===== src/rtl/axil_mem_bridge_pkg.sv =====
// Shared types and constants for the AXI4-Lite to mem request/ack bridge.
// The FSM encoding and the AXI response codes live here so the top and any future siblings agree.
package axil_mem_bridge_pkg;

  typedef enum logic [2:0] {
    StIdle,
    StWReq,
    StWResp,
    StRReq,
    StRResp
  } state_e;

  localparam logic [1:0] RESP_OKAY   = 2'b00;
  localparam logic [1:0] RESP_SLVERR = 2'b10;

  function automatic logic word_aligned(input logic [1:0] addr_lsb);
    return addr_lsb == 2'b00;
  endfunction

endpackage


===== src/rtl/axil_skid_slot.sv =====
// One-entry valid/ready holding register. The entry is held until pop_i, and ready is registered
// so it stays low while reset is asserted and for the first cycle afterwards.
module axil_skid_slot #(
  parameter int unsigned Width = 32
) (
  input  logic             clk_i,
  input  logic             rst_ni,
  input  logic             valid_i,
  output logic             ready_o,
  input  logic [Width-1:0] data_i,
  output logic             valid_o,
  output logic [Width-1:0] data_o,
  input  logic             pop_i
);

  logic             full_q, full_d;
  logic             ready_q;
  logic [Width-1:0] data_q, data_d;

  always_comb begin
    full_d = full_q;
    data_d = data_q;
    if (full_q) begin
      if (pop_i) begin
        full_d = 1'b0;
      end
    end else if (valid_i && ready_q) begin
      full_d = 1'b1;
      data_d = data_i;
    end
  end

  always_ff @(posedge clk_i or negedge rst_ni) begin
    if (!rst_ni) begin
      full_q  <= 1'b0;
      ready_q <= 1'b0;
      data_q  <= '0;
    end else begin
      full_q  <= full_d;
      ready_q <= !full_d;
      data_q  <= data_d;
    end
  end

  assign ready_o = ready_q;
  assign valid_o = full_q;
  assign data_o  = data_q;

endmodule


===== src/rtl/axil_mem_bridge.sv =====
// AXI4-Lite slave bridging to a single-outstanding mem_w/mem_r request/ack interface, with
// alignment/strobe checks and a per-access timeout that turns a missing ack into SLVERR.
module axil_mem_bridge
  import axil_mem_bridge_pkg::*;
#(
  parameter int unsigned ADDR_WIDTH     = 32,
  parameter int unsigned DATA_WIDTH     = 32,
  parameter int unsigned TIMEOUT_CYCLES = 16
) (
  input  logic                    clk,
  input  logic                    rst,
  input  logic [ADDR_WIDTH-1:0]   s_awaddr,
  input  logic                    s_awvalid,
  output logic                    s_awready,
  input  logic [DATA_WIDTH-1:0]   s_wdata,
  input  logic [DATA_WIDTH/8-1:0] s_wstrb,
  input  logic                    s_wvalid,
  output logic                    s_wready,
  output logic [1:0]              s_bresp,
  output logic                    s_bvalid,
  input  logic                    s_bready,
  input  logic [ADDR_WIDTH-1:0]   s_araddr,
  input  logic                    s_arvalid,
  output logic                    s_arready,
  output logic [DATA_WIDTH-1:0]   s_rdata,
  output logic [1:0]              s_rresp,
  output logic                    s_rvalid,
  input  logic                    s_rready,
  output logic                    mem_w_req,
  output logic [ADDR_WIDTH-1:0]   mem_w_addr,
  output logic [DATA_WIDTH-1:0]   mem_w_data,
  input  logic                    mem_w_ack,
  output logic                    mem_r_req,
  output logic [ADDR_WIDTH-1:0]   mem_r_addr,
  input  logic [DATA_WIDTH-1:0]   mem_r_data,
  input  logic                    mem_r_ack
);

  localparam int unsigned StrbW = DATA_WIDTH / 8;
  localparam int unsigned CntW  = (TIMEOUT_CYCLES > 1) ? $clog2(TIMEOUT_CYCLES) : 1;
  localparam logic [CntW-1:0] CntLast = CntW'(TIMEOUT_CYCLES - 1);

  state_e state_q, state_d;
  logic [CntW-1:0]       cnt_q, cnt_d;
  logic [1:0]            bresp_q, bresp_d;
  logic [1:0]            rresp_q, rresp_d;
  logic [DATA_WIDTH-1:0] rdata_q, rdata_d;
  logic                  last_was_write_q, last_was_write_d;

  logic                  aw_full, w_full, ar_full;
  logic [ADDR_WIDTH-1:0] aw_addr, ar_addr;
  logic [DATA_WIDTH-1:0] w_data;
  logic [StrbW-1:0]      w_strb;
  logic                  pop_wr, pop_rd;
  logic                  wr_ready, rd_ready, grant_wr;

  axil_skid_slot #(
    .Width(ADDR_WIDTH)
  ) u_aw_slot (
    .clk_i  (clk),
    .rst_ni (rst),
    .valid_i(s_awvalid),
    .ready_o(s_awready),
    .data_i (s_awaddr),
    .valid_o(aw_full),
    .data_o (aw_addr),
    .pop_i  (pop_wr)
  );

  axil_skid_slot #(
    .Width(DATA_WIDTH + StrbW)
  ) u_w_slot (
    .clk_i  (clk),
    .rst_ni (rst),
    .valid_i(s_wvalid),
    .ready_o(s_wready),
    .data_i ({s_wstrb, s_wdata}),
    .valid_o(w_full),
    .data_o ({w_strb, w_data}),
    .pop_i  (pop_wr)
  );

  axil_skid_slot #(
    .Width(ADDR_WIDTH)
  ) u_ar_slot (
    .clk_i  (clk),
    .rst_ni (rst),
    .valid_i(s_arvalid),
    .ready_o(s_arready),
    .data_i (s_araddr),
    .valid_o(ar_full),
    .data_o (ar_addr),
    .pop_i  (pop_rd)
  );

  assign wr_ready = aw_full && w_full;
  assign rd_ready = ar_full;
  // Round-robin on a tie: serve whichever kind did not go last.
  assign grant_wr = wr_ready && (!rd_ready || !last_was_write_q);

  always_comb begin
    state_d          = state_q;
    cnt_d            = cnt_q;
    bresp_d          = bresp_q;
    rresp_d          = rresp_q;
    rdata_d          = rdata_q;
    last_was_write_d = last_was_write_q;
    unique case (state_q)
      StIdle: begin
        if (grant_wr) begin
          last_was_write_d = 1'b1;
          if (!word_aligned(aw_addr[1:0]) || (w_strb != {StrbW{1'b1}})) begin
            bresp_d = RESP_SLVERR;
            state_d = StWResp;
          end else begin
            cnt_d   = '0;
            state_d = StWReq;
          end
        end else if (rd_ready) begin
          last_was_write_d = 1'b0;
          if (!word_aligned(ar_addr[1:0])) begin
            rresp_d = RESP_SLVERR;
            rdata_d = '0;
            state_d = StRResp;
          end else begin
            cnt_d   = '0;
            state_d = StRReq;
          end
        end
      end
      StWReq: begin
        // Ack is checked before the abort so a last-cycle ack still completes as OKAY.
        if (mem_w_ack) begin
          bresp_d = RESP_OKAY;
          state_d = StWResp;
        end else if (cnt_q == CntLast) begin
          bresp_d = RESP_SLVERR;
          state_d = StWResp;
        end else begin
          cnt_d = cnt_q + 1'b1;
        end
      end
      StWResp: begin
        if (s_bready) begin
          state_d = StIdle;
        end
      end
      StRReq: begin
        if (mem_r_ack) begin
          rresp_d = RESP_OKAY;
          rdata_d = mem_r_data;
          state_d = StRResp;
        end else if (cnt_q == CntLast) begin
          rresp_d = RESP_SLVERR;
          rdata_d = '0;
          state_d = StRResp;
        end else begin
          cnt_d = cnt_q + 1'b1;
        end
      end
      StRResp: begin
        if (s_rready) begin
          state_d = StIdle;
        end
      end
      default: state_d = StIdle;
    endcase
  end

  // Slots free on entry to the response state so the next request can be captured during B/R.
  assign pop_wr = (state_d == StWResp) && (state_q != StWResp);
  assign pop_rd = (state_d == StRResp) && (state_q != StRResp);

  always_ff @(posedge clk or negedge rst) begin
    if (!rst) begin
      state_q          <= StIdle;
      cnt_q            <= '0;
      bresp_q          <= RESP_OKAY;
      rresp_q          <= RESP_OKAY;
      rdata_q          <= '0;
      last_was_write_q <= 1'b0;
    end else begin
      state_q          <= state_d;
      cnt_q            <= cnt_d;
      bresp_q          <= bresp_d;
      rresp_q          <= rresp_d;
      rdata_q          <= rdata_d;
      last_was_write_q <= last_was_write_d;
    end
  end

  assign mem_w_req  = (state_q == StWReq);
  assign mem_r_req  = (state_q == StRReq);
  assign mem_w_addr = aw_addr;
  assign mem_w_data = w_data;
  assign mem_r_addr = ar_addr;
  assign s_bvalid   = (state_q == StWResp);
  assign s_rvalid   = (state_q == StRResp);
  assign s_bresp    = bresp_q;
  assign s_rresp    = rresp_q;
  assign s_rdata    = rdata_q;

endmodule


===== config.mk =====
export PLATFORM = sky130hd
export DESIGN_NAME = axil_mem_bridge
export DESIGN_NICKNAME = d
export VERILOG_FILES = /design/src/rtl/axil_mem_bridge_pkg.sv /design/src/rtl/axil_skid_slot.sv /design/src/rtl/axil_mem_bridge.sv
export SDC_FILE = /design/constraint.sdc
export NUM_CORES = 1
export LEC_CHECK = 0
export ABC_AREA = 1
export ABC_CLOCK_PERIOD_IN_PS = 3890
export CAP_MARGIN = 20
export CORE_ASPECT_RATIO = 0.8
export CORE_MARGIN = 3
export CORE_UTILIZATION = 30
export DETAILED_ROUTE_END_ITERATION = 6
export PLACE_DENSITY_LB_ADDON = 0.1
export SYNTH_ARGS = -nofsm -noshare
export SYNTH_HDL_FRONTEND = slang
export SYNTH_SLANG_ARGS = --single-unit

===== constraint.sdc =====
create_clock -name clk -period 3.89 [get_ports clk]
set_clock_uncertainty 0.1 [all_clocks]
set_input_delay 1.167 -clock clk [delete_from_list [all_inputs] [get_ports clk]]
set_output_delay 1.167 -clock clk [all_outputs]
set_load 0.01 [all_outputs]

==> flow_summary_export.csv, run 1 <==
group,metric,value,unit
status,status,"completed",
route,drc,0,
final_layout,diodes,0,
global_routing,track_usage,0.1510,
cts,htree_levels,4,
worst_setup_path,critPathTopFamily,"buffers and inverters",
floorplanning,die_area,0.02229,mm²
synthesis,synth_top_cell_by_area,"dfrtp_1",
worst_setup_path,crit_start,"state_q[2]",
worst_setup_path,cp.depth,4,
worst_setup_path,crit_fanout,6,
worst_setup_path,crit_arrival,1.95,ns
final_layout,fin_nets,909,
power_and_ir_drop,ir_drop,320.5,µV
synthesis,synth.area.top_cells,"dfrtp_1 (60%), mux2_2 (18%), nand2_1 (7.6%)",
global_routing,grt_pass1_wl,26730,µm
cts,insertion_delay,0.41,ns
synthesis,syn_inst,515,
route,drtPass1Iterations,4,
sta,setup_violations,0,
placed_design,io_buffers,277,
route,ant_nets,0,
placed_design,dp.final_hpwl,12050,µm
sta,fin_crit,3.216,ns
floorplanning,chipWidth,166.2,µm
floorplanning,fp.dieH,134.1,µm
cts,clkSinkCount,148,
worst_setup_path,critPathLaunchType,"flop",
sta,final.setup.tns,0,ns
worst_setup_path,critPathCapture,"mem_w_req",
synthesis,syn_avg_cell_area,11.95,µm²
sta,drv_slew,0,
global_routing,first_global_vias,4984,
cts,post_cts_resized,0,
worst_setup_path,cpPeakStageDelay,0.56,ns
final_layout,fillers,1775,
worst_setup_path,path_class,"flop to output pin",
global_routing,grt_max_degree,87,
sta,grt_setup_unrepaired,"no",
placed_design,gp_congestion,0.7849,
route,wirelength,16490,µm
final_layout,final_util,0.4827,
floorplanning,coreArea,0.01997,mm²
sta,max-slew-margin-rel,0.3794,
worst_setup_path,r2r_setup_slack,1.72,ns
floorplanning,io_pins,280,
cts,cts_buffer_depth,2,
worst_setup_path,crit_path_top_delay_cell,"clkdlybuf4s50_1",
cts,cts_hold_buf,0,
floorplanning,rows,46,
route,wl_per_cell,15.81,µm
sta,finalCritPeriodShare,0.8268,
synthesis,ys_warn_count,0,
synthesis,synth_seq_cells,148,
final_layout,drive_gt1_frac,0.2041,
sta,tightest_slew,0.9298,ns
worst_setup_path,critPathCaptureType,"output pin",
floorplanning,initial_core_util,0.3082,
worst_setup_path,r2r_cells,3,
worst_hold_path,hold_class,"flop to flop",
sta,fmax,310.9,MHz
global_routing,overflow,0,
power_and_ir_drop,power_density,834.6,mW/mm²
cts,post_cts_buffers,0,
worst_setup_path,worstPathCellList,"inv_1 > nand2_1 > nor2_1 > clkdlybuf4s50_1",
synthesis,synth.cell_area,0.006156,mm²
power_and_ir_drop,power.leakage,0.004283,µW
flow_run,maxCapViolations,0,
route,routed-via-count,4544,
worst_setup_path,timing.rr.end,"u_ar_slot.data_o[29]",
final_layout,final_area,0.009641,mm²
worst_setup_path,crit_buf_inv,2,
synthesis,synth_top_area_frac,0.6016,
cts,root_buffer,"clkbuf_16",
final_layout,areaGrowthSynthToFinish,56.61,%
worst_setup_path,cp.required,2.62,ns
synthesis,synth_cell_type_count,24,
placed_design,place_area,0.008954,mm²
worst_setup_path,rr_startpoint,"u_ar_slot.valid_o",
cts,cts_buffers,17,
synthesis,synth_seq_area_share,0.6016,
sta,hold_viol,0,
cts,path_clk_slew,0.06,ns
cts,cts_tree,"done",
route,vias_per_cell,4.357,
global_routing,grt_antenna_before_repair,0,
route,drt-initial-drc-count,132,
## cells by family (layout without fill, tap and decap cells)
kind of cell	count (synthesis)	in the layout	synth area share
AO/OA/AOI/OAI	13	13	0.01199
adder cells (fa/ha/maj)	1	1	0.002032
buffers and inverters	68	331	0.06972
flip-flops	148	148	0.6016
multiplexers	100	100	0.1829
other	1	2	0.0006092
AND/OR/NAND/NOR	184	184	0.1311
## worst reg2reg max path: stages (launching register included)
cell and delay, ns:
dfrtp_1 0.46, inv_1 0.18, nand3_2 0.71, mux2_2 0.60
## metal layers
layer  track usage  vias to the layer above  wire [µm]
met5             0                        -          0
met1        0.1830                     2164       6867
met4       0.04850                        0        263
met3       0.07720                       17       1879
li1              -                     2156          -
met2        0.2358                      207       7476
## through the flow
stage / setup slack (ns) / hold WS, ns / power, µW / cells
3_5_place_dp: 0.6614 / 0.3611 / 6184 / 1012
4_1_cts: 0.6562 / 0.3776 / 8175 / 1043
5_1_grt: 0.5706 / 0.4010 / 8550 / 1043
6_report: 0.6736 / 0.3764 / 8046 / 1043
2_1_floorplan: 1.720 / 0.3700 / 4505 / 516
3_3_place_gp: 0.7010 / 0.3541 / 6119 / 1012
## area by class of cell
cell class                 instances  area (µm²)  area share
clock buffer                      19       432.9     0.04491
tap                              264       330.3     0.03426
sequential                       148        3704      0.3842
inverter                          19       71.32    0.007398
timing repair buffer             281        2816      0.2921
multi-input combinational        300        2032      0.2108
clock inverter                    12       254.0     0.02635
## worst min path at each step
stage,startpoint,to,slack (ns),cells past startpoint
final,s_rdata[26],s_rdata[26],0.38,2
after CTS,s_rdata[26],s_rdata[26],0.38,2
after global routing,s_rdata[3],s_rdata[3],0.40,2
after detailed placement,s_rdata[23],s_rdata[23],0.36,2
after floorplan,last_was_write_q,last_was_write_q,0.37,2
after global placement,s_rdata[14],s_rdata[14],0.35,2
## cells in the final DEF, fill, tap and decap left out, types with 3 or more instances in the layout
cell             count
clkdlybuf4s50_1    276
buf_4                3
nand3_1             19
nand2_1            125
nand4_1              3
nand2_2             13
bufinv_16            7
a21oi_1              4
clkinv_4             5
o21ai_0              6
dfrtp_1            148
inv_1               17
clkbuf_16           17
nor2_1              15
nand3_2              4
nor2_4               3
mux2_2             100
## power by group
| group | switching (µW) | total, µW | leakage (µW) | internal, µW |
|---|---|---|---|---|
| Clock | 660 | 1930 | 0.000331 | 1270 |
| Sequential | 439 | 2730 | 0.00182 | 2290 |
| Combinational | 1390 | 3380 | 0.00213 | 1990 |
| Total | 2490 | 8050 | 0.00428 | 5550 |
## state kept, by name, summed over array words and instances, names as in the netlist
signal	cells
u_ar_slot.ready_o	1
u_w_slot.valid_o	1
state_q	3
u_w_slot.data_o	36
u_aw_slot.valid_o	1
s_rresp	1
u_w_slot.ready_o	1
u_aw_slot.data_o	32
cnt_q	4
u_aw_slot.ready_o	1
u_ar_slot.valid_o	1
u_ar_slot.data_o	32
s_bresp	1
s_rdata	32
last_was_write_q	1
## cell usage after synthesis
cell and number:
inv_1 17, a21oi_2 1, buf_4 34, o211ai_1 1
nand2_2 13, nand3_1 20, conb_1 1, nand2_1 125
nor2_1 15, buf_6 2, nand4_1 3, a21oi_1 4
buf_2 12, nand2_4 1, inv_2 2, a21boi_0 1
nand3_2 3, or2_2 1, o21ai_0 6, dfrtp_1 148
ha_1 1, buf_12 1, nor2_4 3, mux2_2 100
No activity file was read; power rests on OpenSTA's default activity.
==> inputs of run 2 (changes only) <==
ABC_CLOCK_PERIOD_IN_PS = 2700   (was 3890)
clock period = 2.7 ns   (was 3.89 ns; I/O delays follow)
==> run 2 against run 1 <==
Global-route usage decreased by 0.23 points. Non-clock buffer count is 2 higher. Worst setup slack got worse by 0.58 ns. Die area unchanged. Worst hold slack got worse by 0.13 ns. Register-to-register slack got worse by 0.89 ns. First-iteration DRC count grew 68%. Largest cell class unchanged. Utilization about the same. Sequential share of layout area is essentially flat.
==> flow_summary_export.csv, run 2 (synthesized netlist as in run 1, its figures left out) <==
group,metric,value,unit
sta,final.setup.tns,0,ns
sta,drv_slew,0,
global_routing,overflow,0,
global_routing,grt_max_degree,65,
final_layout,drive_gt1_frac,0.2125,
route,routed-via-count,4511,
global_routing,grt_antenna_before_repair,0,
cts,htree_levels,4,
floorplanning,rows,46,
final_layout,areaGrowthSynthToFinish,56.59,%
worst_setup_path,crit_fanout,5,
power_and_ir_drop,p_int,7757,µW
sta,holdWs,0.2416,ns
floorplanning,fp.dieH,134.1,µm
power_and_ir_drop,ir_drop,440.7,µV
sta,grt_setup_unrepaired,"no",
final_layout,diodes,0,
cts,cts_buffer_depth,2,
power_and_ir_drop,pwr-share-seq,0.346,
sta,hold_viol,0,
cts,cts_tree,"done",
cts,clkSinkCount,148,
cts,path_clk_slew,0.06,ns
floorplanning,initial_core_util,0.3082,
route,ant_nets,0,
route,drc,0,
sta,fin_crit,2.602,ns
sta,finalCritPeriodShare,0.9636,
final_layout,final_cell_mix,"clkdlybuf4s50_1 (275), dfrtp_1 (146), nand2_1 (125)",
worst_setup_path,critPathLaunchType,"flop",
placed_design,gp_congestion,0.8490,
floorplanning,io_pins,280,
global_routing,track_usage,0.1487,
floorplanning,coreArea,0.01997,mm²
route,vias_per_cell,4.317,
route,drt-initial-drc-count,222,
worst_setup_path,crit_buf_inv,2,
sta,fin_ws,0.09815,ns
worst_setup_path,crit_path_top_delay_cell,"clkdlybuf4s50_1",
floorplanning,chipWidth,166.2,µm
global_routing,first_global_vias,4848,
worst_setup_path,cp.required,1.79,ns
worst_setup_path,crit_arrival,1.69,ns
power_and_ir_drop,p_sw,3583,µW
power_and_ir_drop,power.leakage,0.004282,µW
worst_hold_path,hold_class,"input pin to asynchronous set/reset pin",
worst_setup_path,critPathTopFamily,"buffers and inverters",
cts,cts_hold_buf,0,
floorplanning,die_area,0.02229,mm²
sta,fmax,384.3,MHz
final_layout,fin_nets,911,
final_layout,largest_reg_flops,36,
status,status,"completed",
placed_design,dp.final_hpwl,12110,µm
route,wirelength,16420,µm
worst_setup_path,cpPeakStageDelay,0.53,ns
route,drtPass1Iterations,4,
placed_design,io_buffers,277,
placed_design,pre_cts_ws,0.3215,ns
worst_setup_path,critPathCaptureType,"output pin",
power_and_ir_drop,swShare,0.3159,
global_routing,grt_pass1_wl,26320,µm
power_and_ir_drop,clkPwrFrac,0.219,
sta,setup_violations,0,
cts,root_buffer,"clkbuf_16",
cts,insertion_delay,0.41,ns
final_layout,final_common_cell,"clkdlybuf4s50_1",
power_and_ir_drop,power_density,1176,mW/mm²
flow_run,maxCapViolations,0,
cts,cts_buffers,17,
worst_setup_path,worstPathCellList,"nor2_2 > nand2_1 > inv_1 > clkdlybuf4s50_1",
route,wl_per_cell,15.71,µm
worst_setup_path,path_class,"flop to output pin",
power_and_ir_drop,pwr-share-comb,0.435,
==> run 2: cell types whose count changed in the layout (fill, tap and decap cells not counted), moves of 2 or more <==
| cell | previous run | this run |
|---|---|---|
| buf_12 | 1 | 5 |
| clkinv_2 | 0 | 2 |
| dfrtp_1 | 148 | 146 |
| inv_1 | 17 | 15 |
| dfrtp_2 | 0 | 2 |
| buf_4 | 3 | 1 |
| bufinv_16 | 7 | 4 |
==> run 2: power groups by stage <==
| stage | Clock (µW) | Sequential [µW] | Combinational [µW] |
|---|---|---|---|
| after floorplan | 0 | 4220 | 2270 |
| after global placement | 0 | 3900 | 4960 |
| after detailed placement | 0 | 3950 | 5010 |
| after CTS | 2570 | 3930 | 5030 |
| after global routing | 2660 | 4080 | 5330 |
| final | 2490 | 3920 | 4930 |
==> run 2: repair_timing <==
action | 4_1_cts | 5_1_grt
resized for setup | 3 | 4
setup buffers | 0 | 0
setup endpoints to repair | 2 | 3
==> run 2: cell type report <==
cell class | instances | area (µm²)
Fill cell | 1787 | 10330
Sequential cell | 148 | 3706
Timing Repair Buffer | 283 | 2880
Multi-Input combinational cell | 300 | 2034
Clock buffer | 19 | 432.9
Tap cell | 264 | 330.3
Clock inverter | 12 | 181.4
Inverter | 19 | 73.82
==> run 2: worst register-to-register path, cell delays in order, from the launching register on <==
cell and delay [ns]:
dfrtp_1 0.44, ha_1 0.23, nand3_1 0.14, nand2_1 0.12
nor2_4 0.15, inv_2 0.06, nand2_4 0.34, a21boi_0 0.15
==> run 2: through the flow <==
step	std cells	cell area (µm²)	power (µW)	utilization
floorplan	516	6160	6490	-
global placement	1014	9019	8864	0.4516
detailed placement	1014	9019	8955	0.4516
CTS	1045	9633	11520	0.4823
global route	1045	9639	12080	0.4826
finish	1045	9639	11340	0.4826
==> run 2: per-layer routing <==
layer,global-route usage,part of all wire,vias up
met4,0.04850,0.017,0
li1,-,-,2160
met1,0.1796,0.41,2133
met2,0.2303,0.46,199
met5,0,0,-
met3,0.07896,0.12,19
==> run 2: worst paths after layout <==
check	cells past startpoint	slack [ns]	end	start
max	4	0.1	s_rvalid	state_q[1]
min	1	0.24	u_w_slot.data_o[28]	rst
max reg2reg	7	0.83	u_ar_slot.ready_o	cnt_q[0]
min reg2reg	2	0.37	s_rdata[27]	s_rdata[27]
max in group asynchronous	2	1.53	u_aw_slot.data_o[16]	rst
min in group clk	2	0.37	s_rdata[27]	s_rdata[27]
==> inputs of run 3 (changes only) <==
MAX_ROUTING_LAYER = met4   (was not set)
==> run 3 against run 2 <==
Maximum frequency barely moved. Non-clock buffer count unchanged. Worst hold slack worse by 0.0022 ns. Die area did not move. Clock power barely moved. Register-to-register slack about the same. Clock-buffer cell count unchanged. Wire length down 0.26%. Critical path depth is the same. Via count grew 0.33%. Combinational power about the same. Critical path type unchanged. Largest power group unchanged.
==> flow_summary_export.csv, run 3 (synthesized netlist as in run 1, its figures left out) <==
group,metric,value,unit
status,status,"completed",
sta,fmax,384.3,MHz
global_routing,first_global_vias,4869,
floorplanning,coreArea,0.01997,mm²
cts,cts_buffer_depth,2,
worst_hold_path,hold_class,"input pin to asynchronous set/reset pin",
sta,finalCritPeriodShare,0.9637,
cts,post_cts_buffers,0,
route,drc,0,
placed_design,dp_cells,1014,
cts,cts_buffers,17,
worst_setup_path,cpPeakStageDelay,0.53,ns
worst_setup_path,crit_arrival,1.69,ns
power_and_ir_drop,power,11330,µW
worst_setup_path,crit_buf_inv,2,
worst_setup_path,crit_fanout,5,
final_layout,final_util,0.4828,
route,routed-via-count,4526,
final_layout,diodes,0,
global_routing,overflow,0,
route,drt-initial-drc-count,232,
sta,holdWs,0.2394,ns
cts,insertion_delay,0.41,ns
floorplanning,io_pins,280,
worst_setup_path,critPathCaptureType,"output pin",
power_and_ir_drop,ir_drop,438.8,µV
placed_design,dp.final_hpwl,12110,µm
route,wl_per_cell,15.67,µm
power_and_ir_drop,power_density,1175,mW/mm²
placed_design,gp_congestion,0.8624,
final_layout,areaGrowthSynthToFinish,56.63,%
final_layout,final_common_cell,"clkdlybuf4s50_1",
cts,root_buffer,"clkbuf_16",
cts,post_cts_resized,3,
final_layout,drive_gt1_frac,0.2125,
flow_run,maxCapViolations,0,
cts,cts_tree,"done",
worst_setup_path,critPathLaunchType,"flop",
final_layout,largest_reg_flops,36,
sta,drv_slew,0,
route,wirelength,16380,µm
worst_setup_path,path_class,"flop to output pin",
sta,hold_viol,0,
floorplanning,fp.dieH,134.1,µm
worst_setup_path,cp.required,1.79,ns
sta,grt_setup_unrepaired,"no",
global_routing,grt_pass1_wl,26240,µm
worst_setup_path,critPathTopFamily,"buffers and inverters",
final_layout,final_cell_mix,"clkdlybuf4s50_1 (274), dfrtp_1 (146), nand2_1 (125)",
route,vias_per_cell,4.331,
worst_setup_path,crit_path_top_delay_cell,"clkdlybuf4s50_1",
worst_setup_path,worstPathCellList,"nor2_2 > nand2_1 > inv_1 > clkdlybuf4s50_1",
final_layout,fin_nets,911,
final_layout,stdcell_count,1045,
floorplanning,rows,46,
floorplanning,initial_core_util,0.3082,
sta,final.setup.tns,0,ns
cts,path_clk_slew,0.06,ns
floorplanning,chipWidth,166.2,µm
sta,fin_crit,2.602,ns
route,drtPass1Iterations,4,
route,ant_nets,0,
global_routing,grt_max_degree,65,
cts,htree_levels,4,
cts,clkSinkCount,148,
power_and_ir_drop,power.leakage,0.004296,µW
global_routing,track_usage,0.1537,
placed_design,io_buffers,277,
sta,setup_violations,0,
cts,cts_hold_buf,0,
global_routing,grt_antenna_before_repair,0,
floorplanning,die_area,0.02229,mm²
## run 3: cell type report
type,instances,area [µm²]
clock buffer,19,432.9
clock inverter,12,181.4
fill,1786,10330
inverter,19,73.82
multi-input combinational,300,2034
sequential,148,3706
tap,264,330.3
timing repair buffer,283,2883
## run 3: per-stage QoR
step           cell area (µm²)  setup slack, ns
2_1_floorplan             6160           0.8875
3_3_place_gp              9019           0.3545
3_5_place_dp              9019           0.3215
4_1_cts                   9633          0.03912
5_1_grt                   9642         0.006515
6_report                  9642          0.09804
## run 3: path summary, 6_finish.rpt
| kind | start | to | slack (ns) | cells past startpoint |
|---|---|---|---|---|
| worst max-delay path | state_q[1] | s_rvalid | 0.1 | 4 |
| worst min-delay path | rst | u_w_slot.data_o[28] | 0.24 | 1 |
| worst max register to register | cnt_q[0] | u_ar_slot.ready_o | 0.83 | 7 |
| worst min register to register | s_rdata[27] | s_rdata[27] | 0.37 | 2 |
| max in group asynchronous | rst | s_rdata[1] | 1.53 | 2 |
| min in group clk | s_rdata[27] | s_rdata[27] | 0.37 | 2 |
## run 3: metal layers
metal	vias to the layer above	global-route usage	routed length, µm
li1	2157	-	-
met1	2153	0.1848	6908
met2	196	0.2319	7542
met3	20	0.07071	1657
met4	0	0.04850	268
met5	-	-	0
## run 3: power by group
group	internal [µW]	total, µW	switching [µW]
clock	1550	2480	938
combinational	2900	4930	2030
sequential	3310	3920	609
total	7750	11300	3580
## run 3: worst reg2reg max path, cell delays in order (launching register included)
cell	delay, ns
dfrtp_1	0.43
ha_1	0.23
nand3_1	0.13
nand2_1	0.12
nor2_4	0.15
inv_2	0.06
nand2_4	0.34
a21boi_0	0.15
==> RTL change 1, RTL diff (flow settings as in run 1) <==
Re-encode `state_e` (5 states) as Gray code, 3 bits wide.
--- a/src/rtl/axil_mem_bridge_pkg.sv
+++ b/src/rtl/axil_mem_bridge_pkg.sv
@@ -3,11 +3,11 @@
 package axil_mem_bridge_pkg;
 
   typedef enum logic [2:0] {
-    StIdle,
-    StWReq,
-    StWResp,
-    StRReq,
-    StRResp
+    StIdle  = 3'b000,
+    StWReq  = 3'b001,
+    StWResp = 3'b011,
+    StRReq  = 3'b010,
+    StRResp = 3'b110
   } state_e;
 
   localparam logic [1:0] RESP_OKAY   = 2'b00;
Formal check against the unedited RTL: same outputs for any inputs over 4 cycles, from zero or initial values and one cycle with rst low; so few cycles prove little.
==> RTL change 1 against run 1 <==
Clock power decreased by 15%; routed wire length increased by 7.2%; combinational power decreased by 4%; synthesized area about the same; non-clock buffer count increased by 1; sequential cell count unchanged; final area decreased by 1.0%; setup slack improved by 220 ps; count of clock-buffer cells in the layout unchanged; total power decreased by 6.2%; highest routed layer unchanged.
==> RTL change 1: results (changes against run 1) <==
logic_synthesis:
  ys_seq_area_share_pct: 60.1  # about the same
  synth-compound-area-share_pct: 0.792  # -0.41 points
  synth.area.top_cells: "dfrtp_1 60%, nand2_1 18%, mux2_2 5.8%"
  synth-xor-area-share_pct: 0.284  # +0.28 points
  yosys.area_share.adder_pct: 0.203  # about the same
  synthFlopType: "dfrtp_1"
  synth_area_per_cell_um2: 9.45  # -21%
  yosys-top-cells-count: "302 x nand2_1, 148 x dfrtp_1, 41 x nand3_1, 40 x buf_4, 32 x mux2_2"
  ys_async_sr_fraction_pct: 100  # unchanged
  synthMuxAreaShare_pct: 5.85  # -12 points
  synth_cell_types: 26  # +8.3%
  yosys_warnings: 0  # unchanged
placement:
  port_buffers: 277  # unchanged
  place_congestion: 0.796  # +1.4%
  dp_hpwl_um: 12900  # +6.9%
  placed_area_um2: 8950  # about the same
  place_inst: 1140  # +13%
  place_ws_ps: 787  # +125 ps
clocking:
  cts_inserted_buffers: 17  # unchanged
  cts.clk_slew.worst_paths_ps: 60  # about the same
  ctsRootBufferMaster: "clkbuf_16"
  h-tree-depth: 4  # unchanged
  cts_setup_buffers: 0  # unchanged
  clkLatencyLatePin_ps: 420
finish:
  drive_gt1_share_pct: 10.6  # -9.8 points
  largest_reg_flops: 36  # unchanged
  final_nets: 1037  # +14%
  fill_cells: 1843  # +3.8%
worst_hold_path:
  holdPathEnd: "u_w_slot.data_o[17]"
  min_path_cells: 2  # unchanged
  min_from: "u_w_slot.data_o[17]"
route:
  vias: 5094  # +12%
  routedWlPerCell_um: 15.1  # -4.6%
  initialDrtViolationCount: 312  # +140%
  vias_per_cell: 4.35  # -0.24%
global_route:
  grt_max_degree: 77  # -11%
  grt_pass1_vias: 5299  # +6.3%
  grt_usage_pct: 15.9  # +0.84 points
  grt_pass1_wl_um: 28500  # +6.6%
critical_path:
  r2r_start: "state_q[0]"
  r2r_cells: 6  # +3
  slowest_delay_ps: 550
  path_max_fanout: 5  # -1
  rrSetupSlack_ps: 1780  # +60 ps
  rr_endpoint: "u_ar_slot.valid_o"
  crit_arrival_ps: 1730  # -220 ps
run_status:
  status: "finished clean"
power_and_ir_drop:
  ir_worst_vdd_v: 0.000309  # -3.7%
  power_leakage_nw: 4.54  # +6.1%
sta:
  fin_hold_ws_ps: 369  # -7.16 ps
  max_slew_margin_pct: 32.4  # -5.6 points
-- RTL change 1: metrics by stage --
stage	total power [mW]	util (%)
final	7.55	47.8
after global routing	8.09	47.8
after CTS	7.69	47.8
after detailed placement	6.01	44.8
after global placement	5.93	44.8
after floorplan	4.34	-
-- RTL change 1: worst max path at each step --
stage | cells after the start | startpoint | slack [ps] | to
finish | 4 | state_q[1] | 900 | mem_w_req
global route | 4 | state_q[1] | 800 | mem_w_req
CTS | 4 | state_q[1] | 870 | mem_w_req
detailed placement | 3 | s_arvalid | 790 | u_ar_slot.data_o[14]
global placement | 3 | s_arvalid | 850 | u_ar_slot.data_o[30]
floorplan | 3 | s_arvalid | 1850 | u_ar_slot.data_o[10]
-- RTL change 1: critical path, delay by kind of cell, from the launching register on --
| kind | cells | cell delay (ps) |
|---|---|---|
| buf+inv | 3 | 760 |
| flops | 1 | 440 |
| simple gates | 1 | 110 |
-- RTL change 1: where the power goes --
group	total [mW]	internal (mW)	switching (mW)
Combinational	3.25	1.73	1.52
Sequential	2.66	2.25	0.411
Clock	1.64	0.938	0.698
Total	7.55	4.92	2.63
-- RTL change 1: routing by layer --
| layer | up-vias | wire length, um | global-route usage (%) |
|---|---|---|---|
| met3 | 18 | 1120 | 5.16 |
| li1 | 2492 | - | - |
| met4 | 0 | 289 | 4.54 |
| met5 | - | 0 | 0 |
| met2 | 168 | 8470 | 26.4 |
| met1 | 2416 | 7790 | 20.3 |
-- RTL change 1: cell type report --
| type | instances | area share [%] |
|---|---|---|
| sequential | 148 | 38.8 |
| timing repair buffer | 282 | 29.7 |
| multi-input combinational | 426 | 21.0 |
| clock buffer | 19 | 4.75 |
| tap | 264 | 3.46 |
| clock inverter | 13 | 1.44 |
| inverter | 20 | 0.787 |
-- RTL change 1: cell families after synthesis --
family | count (synthesis)
simple gates | 381
flops | 148
buf+inv | 79
mux | 32
compound gates | 8
xor+xnor | 2
fa+ha+maj | 1
other cells | 1
==> RTL change 2, RTL diff (config.mk and constraints of run 1) <==
Made on the original files. The parameter `ADDR_WIDTH` goes from 32 to 64.
--- a/src/rtl/axil_mem_bridge.sv
+++ b/src/rtl/axil_mem_bridge.sv
@@ -3,7 +3,7 @@
 module axil_mem_bridge
   import axil_mem_bridge_pkg::*;
 #(
-  parameter int unsigned ADDR_WIDTH     = 32,
+  parameter int unsigned ADDR_WIDTH     = 64,
   parameter int unsigned DATA_WIDTH     = 32,
   parameter int unsigned TIMEOUT_CYCLES = 16
 ) (
Ports: changed (resized mem_r_addr, mem_w_addr, s_araddr and s_awaddr); port bits go from 280 to 408. The function was not compared with the original's and may differ.
==> RTL change 2 against run 1 <==
Non-clock buffer count is 135 higher; final area is 40% higher; routed wire length is 54% higher; critical path depth stayed put; setup slack worse by 170 ps; sequential cell count is 64 higher; sequential power is 42% higher; highest routed layer unchanged; synthesized area is 39% higher; register-to-register slack better by 170 ps; total power is 37% higher; count of clock-buffer cells in the layout is 16 higher.
==> RTL change 2: results (changes against run 1) <==
run_status:
  status: "finished clean"
global_route:
  grt_pass1_wl_um: 38200  # +43%
  grt_usage_pct: 15.8  # +0.74 points
  use_met1_pct: 20.1  # +1.8 points
  met3_usage_pct: 6.08  # -1.6 points
  grt_max_degree: 84  # -3.4%
  grt_pass1_vias: 6296  # +26%
  use_met2_pct: 26.1  # +2.5 points
route:
  initialDrtViolationCount: 200  # +52%
  m1WireLength_um: 10400  # +52%
  routed-wl-met2_um: 12000  # +61%
  routedWlPerCell_um: 18.0  # +14%
  wl_met3_um: 2490  # +32%
  vias_per_cell: 4.34  # -0.47%
critical_path:
  rr_endpoint: "u_aw_slot.data_o[46]"
  rrSetupSlack_ps: 1890  # +170 ps
  crit_arrival_ps: 2120  # +170 ps
  r2r_cells: 4  # +1
  r2r_start: "u_aw_slot.valid_o"
  crit_start: "state_q[2]"
finish:
  drive_gt1_share_pct: 22.2  # +1.8 points
  n_clock_buffer: 35  # +16
  fill_cells: 2537  # +43%
  buf_share_pct: 30.9  # +1.7 points
  final_nets: 1243  # +37%
  multi_input_comb_cells: 364  # +21%
  seq_area_um2: 5310  # +43%
  multi_input_area_share_pct: 20.4  # -0.68 points
  clkCellAreaFrac_pct: 5.60  # -1.5 points
sta:
  max_slew_margin_pct: 53.3  # +15 points
  fin_hold_ws_ps: 372  # -4.41 ps
clocking:
  cts_inserted_buffers: 24  # +7
  h-tree-depth: 1  # -3
  ctsRootBufferMaster: "clkbuf_16"
  clock_path_buffers: 3  # +1
  clkSinkCount: 212  # +43%
power_and_ir_drop:
  ir_worst_vdd_v: 0.000444  # +39%
  power_leakage_nw: 5.90  # +38%
logic_synthesis:
  yosys.area_share.adder_pct: 0.146  # -0.057 points
  synth.area.top_cells: "dfrtp_1 62%, mux2_2 22%, nand2_1 5.5%"
  synth-compound-area-share_pct: 0.863  # -0.34 points
  synthMuxAreaShare_pct: 21.6  # +3.3 points
  yosys_warnings: 0  # unchanged
  ys_seq_area_share_pct: 62.0  # +1.9 points
placement:
  port_buffers: 405  # +46%
  place_congestion: 0.767  # -2.3%
  dp_hpwl_um: 19000  # +57%
worst_hold_path:
  min_from: "s_rdata[5]"
-- RTL change 2: power by group --
| group | internal, mW | switching (mW) | total, mW |
|---|---|---|---|
| logic | 2.96 | 2.01 | 4.97 |
| registers | 3.31 | 0.580 | 3.89 |
| clock network | 1.34 | 0.873 | 2.21 |
-- RTL change 2: stage by stage --
stage	cells	utilization [%]	power [mW]	instance area [um2]	setup slack, ps
2_1_floorplan	652	-	6.33	8560	1720
3_3_place_gp	1375	46.2	8.93	12800	693
3_5_place_dp	1375	46.2	8.98	12800	711
4_1_cts	1415	49.0	11.3	13500	499
5_1_grt	1415	49.0	11.7	13500	370
6_report	1415	49.0	11.1	13500	501
-- RTL change 2: critical path, cell delays in order (launching register included) --
cell and delay, ps:
dfrtp_1 460, inv_1 170, nand2_1 150, nor2_1 210, clkdlybuf4s50_1 610
